$ cat config.mk
export PLATFORM = sky130hd
export DESIGN_NAME = pulse_cmd_sender
export DESIGN_NICKNAME = d
export VERILOG_FILES = /design/src/rtl/pulse_cmd_sender.sv
export SDC_FILE = /design/constraint.sdc
export NUM_CORES = 1
export LEC_CHECK = 0
export CAP_MARGIN = 20
export CELL_PAD_IN_SITES_DETAIL_PLACEMENT = 2
export CELL_PAD_IN_SITES_GLOBAL_PLACEMENT = 2
export CORE_MARGIN = 2
export CORE_UTILIZATION = 31
export DETAILED_ROUTE_END_ITERATION = 16
export HOLD_SLACK_MARGIN = 0.15
export PLACE_DENSITY = 0.85
export SLEW_MARGIN = 30
export SYNTH_ARGS = -nofsm -noshare
export SYNTH_HDL_FRONTEND = slang
export SYNTH_SLANG_ARGS = --single-unit
$ cat constraint.sdc
create_clock -name clk -period 7.1 [get_ports clk]
set_input_delay 1.42 -clock clk [delete_from_list [all_inputs] [get_ports clk]]
set_output_delay 1.42 -clock clk [all_outputs]
set_load 0.02 [all_outputs]
$ cat src/rtl/pulse_cmd_sender.sv
// Serialises one command (8-bit control + 32-bit value) as a 5-byte UART frame and checks the echoed checksum.
// Define PULSE_CMD_TIMEOUT_EN to add the echo timeout counter; otherwise WAIT_ACK waits indefinitely.
module pulse_cmd_sender #(
    parameter logic [23:0] ACK_TIMEOUT = 24'd2_000_000
) (
    input  logic        clk,
    input  logic        rst,
    input  logic        cmd_valid,
    output logic        cmd_ready,
    input  logic [7:0]  cmd_ctrl,
    input  logic [31:0] cmd_data,
    output logic        transmit,
    output logic [7:0]  tx_byte,
    input  logic        is_transmitting,
    input  logic        received,
    input  logic [7:0]  rx_byte,
    input  logic        recv_error,
    output logic        busy,
    output logic        done,
    output logic        ack_ok,
    output logic        ack_timeout,
    output logic [7:0]  ack_byte
);
    localparam int unsigned IDX_W = 3;
    localparam logic [IDX_W-1:0] LAST_IDX = IDX_W'(4);

    typedef enum logic [2:0] {IDLE, SEND, HOLD, DRAIN, WAIT_ACK} state_t;

    state_t           state, state_nx;
    logic [IDX_W-1:0] idx, idx_nx;
    logic [31:0]      data_q;
    logic [7:0]       ctrl_q;
    logic [7:0]       expected;
    logic [7:0]       frame_byte;
    logic             accept;
    logic             enter_wait;
    logic             timeout_hit;
    logic             done_nx;
    logic             ack_ok_nx;
    logic             ack_timeout_nx;
    logic [7:0]       ack_byte_nx;

    assign cmd_ready  = (state == IDLE);
    assign busy       = (state != IDLE);
    assign accept     = cmd_valid & cmd_ready;
    assign enter_wait = (state == DRAIN) && (state_nx == WAIT_ACK);

    // Frame order: value bytes LSB first, control byte last
    always_comb begin
        case (idx)
            IDX_W'(0): frame_byte = data_q[7:0];
            IDX_W'(1): frame_byte = data_q[15:8];
            IDX_W'(2): frame_byte = data_q[23:16];
            IDX_W'(3): frame_byte = data_q[31:24];
            default:   frame_byte = ctrl_q;
        endcase
    end

`ifdef PULSE_CMD_TIMEOUT_EN
    localparam int unsigned CNT_W  = 24;
    localparam int unsigned CNTX_W = CNT_W + 1;

    logic [CNT_W-1:0] wait_cnt;

    // Saturating count of WAIT_ACK cycles, cleared on entry
    always_ff @(posedge clk) begin
        if (rst) begin
            wait_cnt <= '0;
        end else if (enter_wait) begin
            wait_cnt <= '0;
        end else if ((state == WAIT_ACK) && (wait_cnt != {CNT_W{1'b1}})) begin
            wait_cnt <= wait_cnt + CNT_W'(1);
        end
    end

    // Fires in the cycle whose increment brings the count to ACK_TIMEOUT
    assign timeout_hit = (CNTX_W'(wait_cnt) + CNTX_W'(1)) >= CNTX_W'(ACK_TIMEOUT);
`else
    assign timeout_hit = 1'b0 & (ACK_TIMEOUT != '0);
`endif

    always_ff @(posedge clk) begin
        if (rst) begin
            state <= IDLE;
        end else begin
            state <= state_nx;
        end
    end

    always_comb begin
        state_nx       = state;
        idx_nx         = idx;
        transmit       = 1'b0;
        tx_byte        = '0;
        done_nx        = 1'b0;
        ack_ok_nx      = ack_ok;
        ack_timeout_nx = ack_timeout;
        ack_byte_nx    = ack_byte;
        case (state)
            IDLE: begin
                if (cmd_valid) begin
                    state_nx = SEND;
                    idx_nx   = '0;
                end
            end
            SEND: begin
                if (!is_transmitting) begin
                    transmit = 1'b1;
                    tx_byte  = frame_byte;
                    state_nx = HOLD;
                end
            end
            // HOLD keeps is_transmitting from being judged in the strobe cycle
            HOLD: state_nx = DRAIN;
            DRAIN: begin
                if (!is_transmitting) begin
                    if (idx == LAST_IDX) begin
                        state_nx = WAIT_ACK;
                    end else begin
                        idx_nx   = idx + IDX_W'(1);
                        state_nx = SEND;
                    end
                end
            end
            WAIT_ACK: begin
                if (received) begin
                    ack_byte_nx    = rx_byte;
                    ack_ok_nx      = (rx_byte == expected);
                    ack_timeout_nx = 1'b0;
                    done_nx        = 1'b1;
                    state_nx       = IDLE;
                end else if (recv_error) begin
                    ack_ok_nx      = 1'b0;
                    ack_timeout_nx = 1'b0;
                    done_nx        = 1'b1;
                    state_nx       = IDLE;
                end else if (timeout_hit) begin
                    ack_ok_nx      = 1'b0;
                    ack_timeout_nx = 1'b1;
                    done_nx        = 1'b1;
                    state_nx       = IDLE;
                end
            end
            default: state_nx = IDLE;
        endcase
    end

    // Command latch, byte index and status registers
    always_ff @(posedge clk) begin
        if (rst) begin
            idx         <= '0;
            data_q      <= '0;
            ctrl_q      <= '0;
            expected    <= '0;
            done        <= 1'b0;
            ack_ok      <= 1'b0;
            ack_timeout <= 1'b0;
            ack_byte    <= '0;
        end else begin
            idx         <= idx_nx;
            done        <= done_nx;
            ack_ok      <= ack_ok_nx;
            ack_timeout <= ack_timeout_nx;
            ack_byte    <= ack_byte_nx;
            if (accept) begin
                data_q   <= cmd_data;
                ctrl_q   <= cmd_ctrl;
                expected <= cmd_data[7:0] + cmd_data[15:8] + cmd_data[23:16] + cmd_data[31:24];
            end
        end
    end

endmodule

== Yosys cells after proc, flatten, opt, wreduce, memory -nomap -nowiden ==
Index checks and enable logic that the tools add are counted.

* Logic and storage cells: 60
* Output and inout bits: 22
* Flip-flop bits (word level): 65
* Input port bits: 54

* Reductions and logical operators: 10
* Bitwise gates (word level): 2
* Add/sub/neg operators: 4
* Multiplexer cells: 21
* Equality and inequality tests: 14

{| class="wikitable"
|+ Operator list
! operator !! number
|-
| $pmux 8 s4 || 1
|-
| $mux 3 || 9
|-
| $add 8x8->8 || 3
|-
| $mux 8 || 2
|-
| $pmux 3 s5 || 1
|-
| $eq 3x2->1 const B || 4
|-
| $eq 8x8->1 || 1
|-
| $ne 2x2->1 const B || 4
|-
| $reduce_and 4->1 || 2
|-
| $mux 1 || 7
|-
| $eq 3x1->1 const B || 2
|-
| $eq 3x3->1 const B || 2
|-
| $logic_not 3->1 || 2
|-
| $pmux 3 s2 || 1
|-
| $reduce_and 2->1 || 2
|-
| $reduce_bool 2->1 || 2
|-
| $add 3x1->3 const B || 1
|-
| $ne 3x3->1 const B || 1
|-
| $reduce_bool 3->1 || 1
|-
| $reduce_or 2->1 || 1
|-
| $and 1x1->1 || 1
|-
| $not 1->1 || 1
|}

== Longest topological paths before layout ==
* Word-level depth: 4
* Gate-level depth with buffers: 10
* Mapped depth without buffers: 10

== Worst setup path before layout ==
No wires, ideal clock.

* Kind: in2out
* From: input is_transmitting
* To: output tx_byte[0]
* Buffers on the path: 1
* Slack: 3.302 ns
* Stages: 4
* Arrival time: 2.378 ns
* Cells stage by stage: nand2b_1 or3_1 clkbuf_1 nor2_1

* Longest elaborated chain between the ends: 2

{| class="wikitable"
|+ Ends and longest elaborated chain
! item !! line !! RTL
|-
| start, declared || 14 || <nowiki>input logic is_transmitting,</nowiki>
|-
| $mux 8 || 107 || <nowiki>if (!is_transmitting) begin</nowiki>
|-
| $mux 8 || 99 || <nowiki>case (state)</nowiki>
|-
| end, declared || 13 || <nowiki>output logic [7:0] tx_byte,</nowiki>
|}

No other way between the ends.

== Worst setup path in the final report ==
* From: input is_transmitting
* To: output tx_byte[5]

Same word-level chain as after synthesis.

==> summary.json <==
{
  "setup_path": {
    "rr_worst_depth": 5,
    "r2r-end": "idx[2]",
    "worst-endpoint-arrival_ns": 3.50,
    "worstSetupStartpointType": "input pin",
    "reg2reg_slack_ns": 5.02,
    "worstPathRequired_ns": 5.68,
    "critPathCaptureType": "primary output",
    "critPathMaxFanout": 9,
    "critical_path.reg2reg.startpoint": "state[2]",
    "timing.setup.critical_path_class": "in2out"
  },
  "cts": {
    "clock_network_latency_to_the_later_pin_of_the_worst_skew_pair_ns": 0.35,
    "postCtsSetupBuffers": 0,
    "clock_sink_count": 64,
    "cts_repair_resize_count": 0,
    "ctsHtreeMaxLevel": 3,
    "cts-root-to-sink-buffers": 2,
    "post_cts_hold_buffer_count": 0,
    "clk_transition_reported_paths_ns": 0.06,
    "cts_inserted_buffers": 9,
    "cts_tree": "done",
    "cts_root_buf": "clkbuf_8"
  },
  "logic_synthesis": {
    "avgSynthCellArea_um2": 7.97,
    "synth_enable_flop_cells": 0,
    "synthesis.nets": 500,
    "synth_commonest_cells": "nand2_1 (112), dfxtp_1 (64), a21oi_1 (60)",
    "yosysWarningCount": 0,
    "biggest_area_consumer_among_synthesized_cells": "dfxtp_1",
    "synth_ff_type": "dfxtp_1",
    "synth.top_cells.by_area": "dfxtp_1 (38%), nand2_1 (13%), a21oi_1 (9.0%)",
    "post_synth_inst_count": 420,
    "yosysSeqAreaShare_pct": 38.3,
    "post_synth_instance_area_mm2": 0.00335,
    "yosys.cell_count.top_type": "nand2_1",
    "post-synth-top-area-fraction_pct": 38.3,
    "synthArstFlopShare_pct": 0,
    "synth_seq_cells": 64,
    "netlist-cell-type-count": 45
  },
  "global_route": {
    "grt_antenna_before_repair": 0,
    "grt_pass1_vias": 3506,
    "global_routing_usage_summed_across_all_routing_layers_pct": 20.7,
    "grt_max_degree": 65,
    "grt_pass1_wl_um": 18200,
    "grt-ovfl-total": 0
  },
  "placed_design": {
    "placement.setup.worst_slack_ns": 2.18,
    "gp_congestion": 0.761,
    "post-dp-hpwl_um": 8100,
    "portBuffers": 74
  },
  "power_and_ir_drop": {
    "irDropWorstVdd_mv": 0.0768,
    "power.density_mw_per_mm2": 231,
    "p_leak_nw": 1.70,
    "p_seq_share_pct": 39.8,
    "p_int_w": 0.000710,
    "p_clk_share_pct": 35.5,
    "comb_power_share_pct": 24.7,
    "net_switching_w": 0.000301,
    "power.switching_fraction_pct": 29.8
  },
  "sta": {
    "worst_pin_slew_ns": 0.707,
    "finClkSkew_ns": 0.00913,
    "drv_slew": 0,
    "sum_neg_setup_slack_ns": 0,
    "max_clock_freq_ghz": 0.203,
    "timing.final.hold_violations": 0,
    "timing.final.ws_setup_ns": 2.18,
    "grt_setup_unrepaired": "false",
    "setup-violations-final": 0,
    "maxSlewHeadroom_pct": 52.9,
    "timing.final.crit_share_pct": 69.2,
    "fin_worst_hold_slack_ns": 0.459,
    "finalCriticalPeriod_ns": 4.92
  },
  "drt": {
    "detailroute.via_count": 3119,
    "detail_route.wl_per_cell_um": 18.2,
    "remaining_drc_errors": 0,
    "vias_per_cell": 5.03,
    "drt_iter0_markers": 172,
    "totalWireLength_um": 11300,
    "tritonroute_pass_1_iters": 4,
    "final_antenna_net_count": 0
  },
  "floorplanning": {
    "die_x_um": 108,
    "starting_density_pct": 32.1,
    "core.rowCount": 37,
    "floorplan.die.height_um": 108,
    "die_area_mm2": 0.0116,
    "io_pins": 76,
    "core-area_mm2": 0.0104
  },
  "hold_path": {
    "holdCritPathClass": "reg2reg",
    "min_from": "ack_byte[5]",
    "worst_case_hold_path_end_point": "ack_byte[5]",
    "hold-path-cell-count": 2
  },
  "layout": {
    "final_net_count": 560,
    "finalCoreUtilization_pct": 42.0,
    "drive_above_1_share_pct": 4.34,
    "synthToLayoutAreaGrowth_pct": 30.8,
    "antenna_cells_inserted": 0
  },
  "run_status": {
    "status": "completed"
  },
  "job": {
    "timing.max_cap.violations": 0
  }
}
-- layout by cell type, fill, tap and decap left out, drive strengths merged, types with 5 or more instances in the layout --
master,Yosys,routed
a21oi,61,61
a221oi,8,8
a222oi,8,8
clkbuf,19,12
clkdlybuf4s50,0,73
dfxtp,64,64
fa,14,14
ha,12,12
inv,33,33
nand2,113,113
nor2,23,23
nor3,5,5
xnor2,7,7
xor2,9,9
-- power by group through the flow --
stage | Sequential [W] | Clock [W] | Combinational [W]
6_report | 0.000403 | 0.000360 | 0.000250
5_1_grt | 0.000406 | 0.000379 | 0.000280
4_1_cts | 0.000403 | 0.000365 | 0.000252
3_5_place_dp | 0.000411 | 0 | 0.000247
3_3_place_gp | 0.000409 | 0 | 0.000235
2_1_floorplan | 0.000404 | 0 | 0.000159
-- metal layers --
metal | wire length (um) | vias up | global-route usage [%]
met5 | 0 | - | 0
met4 | 191 | 0 | 7.14
met3 | 352 | 15 | 3.03
met2 | 6120 | 67 | 39.6
met1 | 4640 | 1530 | 23.1
li1 | - | 1507 | -
-- worst max-delay path by stage --
stage | start | end | slack [ns]
3_5_place_dp | is_transmitting | tx_byte[5] | 2.18
4_1_cts | is_transmitting | tx_byte[5] | 2.16
6_report | is_transmitting | tx_byte[5] | 2.18
2_1_floorplan | is_transmitting | tx_byte[0] | 3.30
3_3_place_gp | is_transmitting | tx_byte[3] | 2.25
5_1_grt | is_transmitting | tx_byte[5] | 2.10
-- critical path, stage by stage --
cell and delay, ns:
clkdlybuf4s50_1 0.46, nand2b_1 0.21, or3_1 0.55, nor2_1 0.21, clkdlybuf4s50_1 0.64
-- layout make-up --
class,instances,area (um2)
well taps,136,170
repair buffers,76,751
inverters,33,124
clock inverters,3,65.1
clock buffers,12,155
multi-input cells,296,1830
fillers,1182,6040
flip-flops and latches,64,1280
-- kinds of logic (layout without fill, tap and decap cells) --
logic type	Yosys count	in the layout	synth area share, %
XOR/XNOR	16	16	4.19
buffers and inverters	60	124	7.14
other	1	1	0.112
adder cells (fa/ha/maj)	26	26	12.9
AO/OA/AOI/OAI	93	93	17.3
AND/OR/NAND/NOR	160	160	20.1
flip-flops	64	64	38.3
-- state kept, by name, indices dropped and copies added (netlist names) --
| register | count |
|---|---|
| ack_byte | 8 |
| ack_ok | 1 |
| ctrl_q | 8 |
| data_q | 32 |
| done | 1 |
| expected | 8 |
| idx | 3 |
| state | 3 |
-- stage by stage --
stage | total power, W | instance area [um2] | instances
3_5_place_dp | 0.000658 | 4150 | 605
6_report | 0.00101 | 4380 | 620
3_3_place_gp | 0.000644 | 4150 | 605
4_1_cts | 0.00102 | 4370 | 620
2_1_floorplan | 0.000562 | 3350 | 420
5_1_grt | 0.00107 | 4380 | 620
Note: power is estimated with default switching activity, not from simulation.
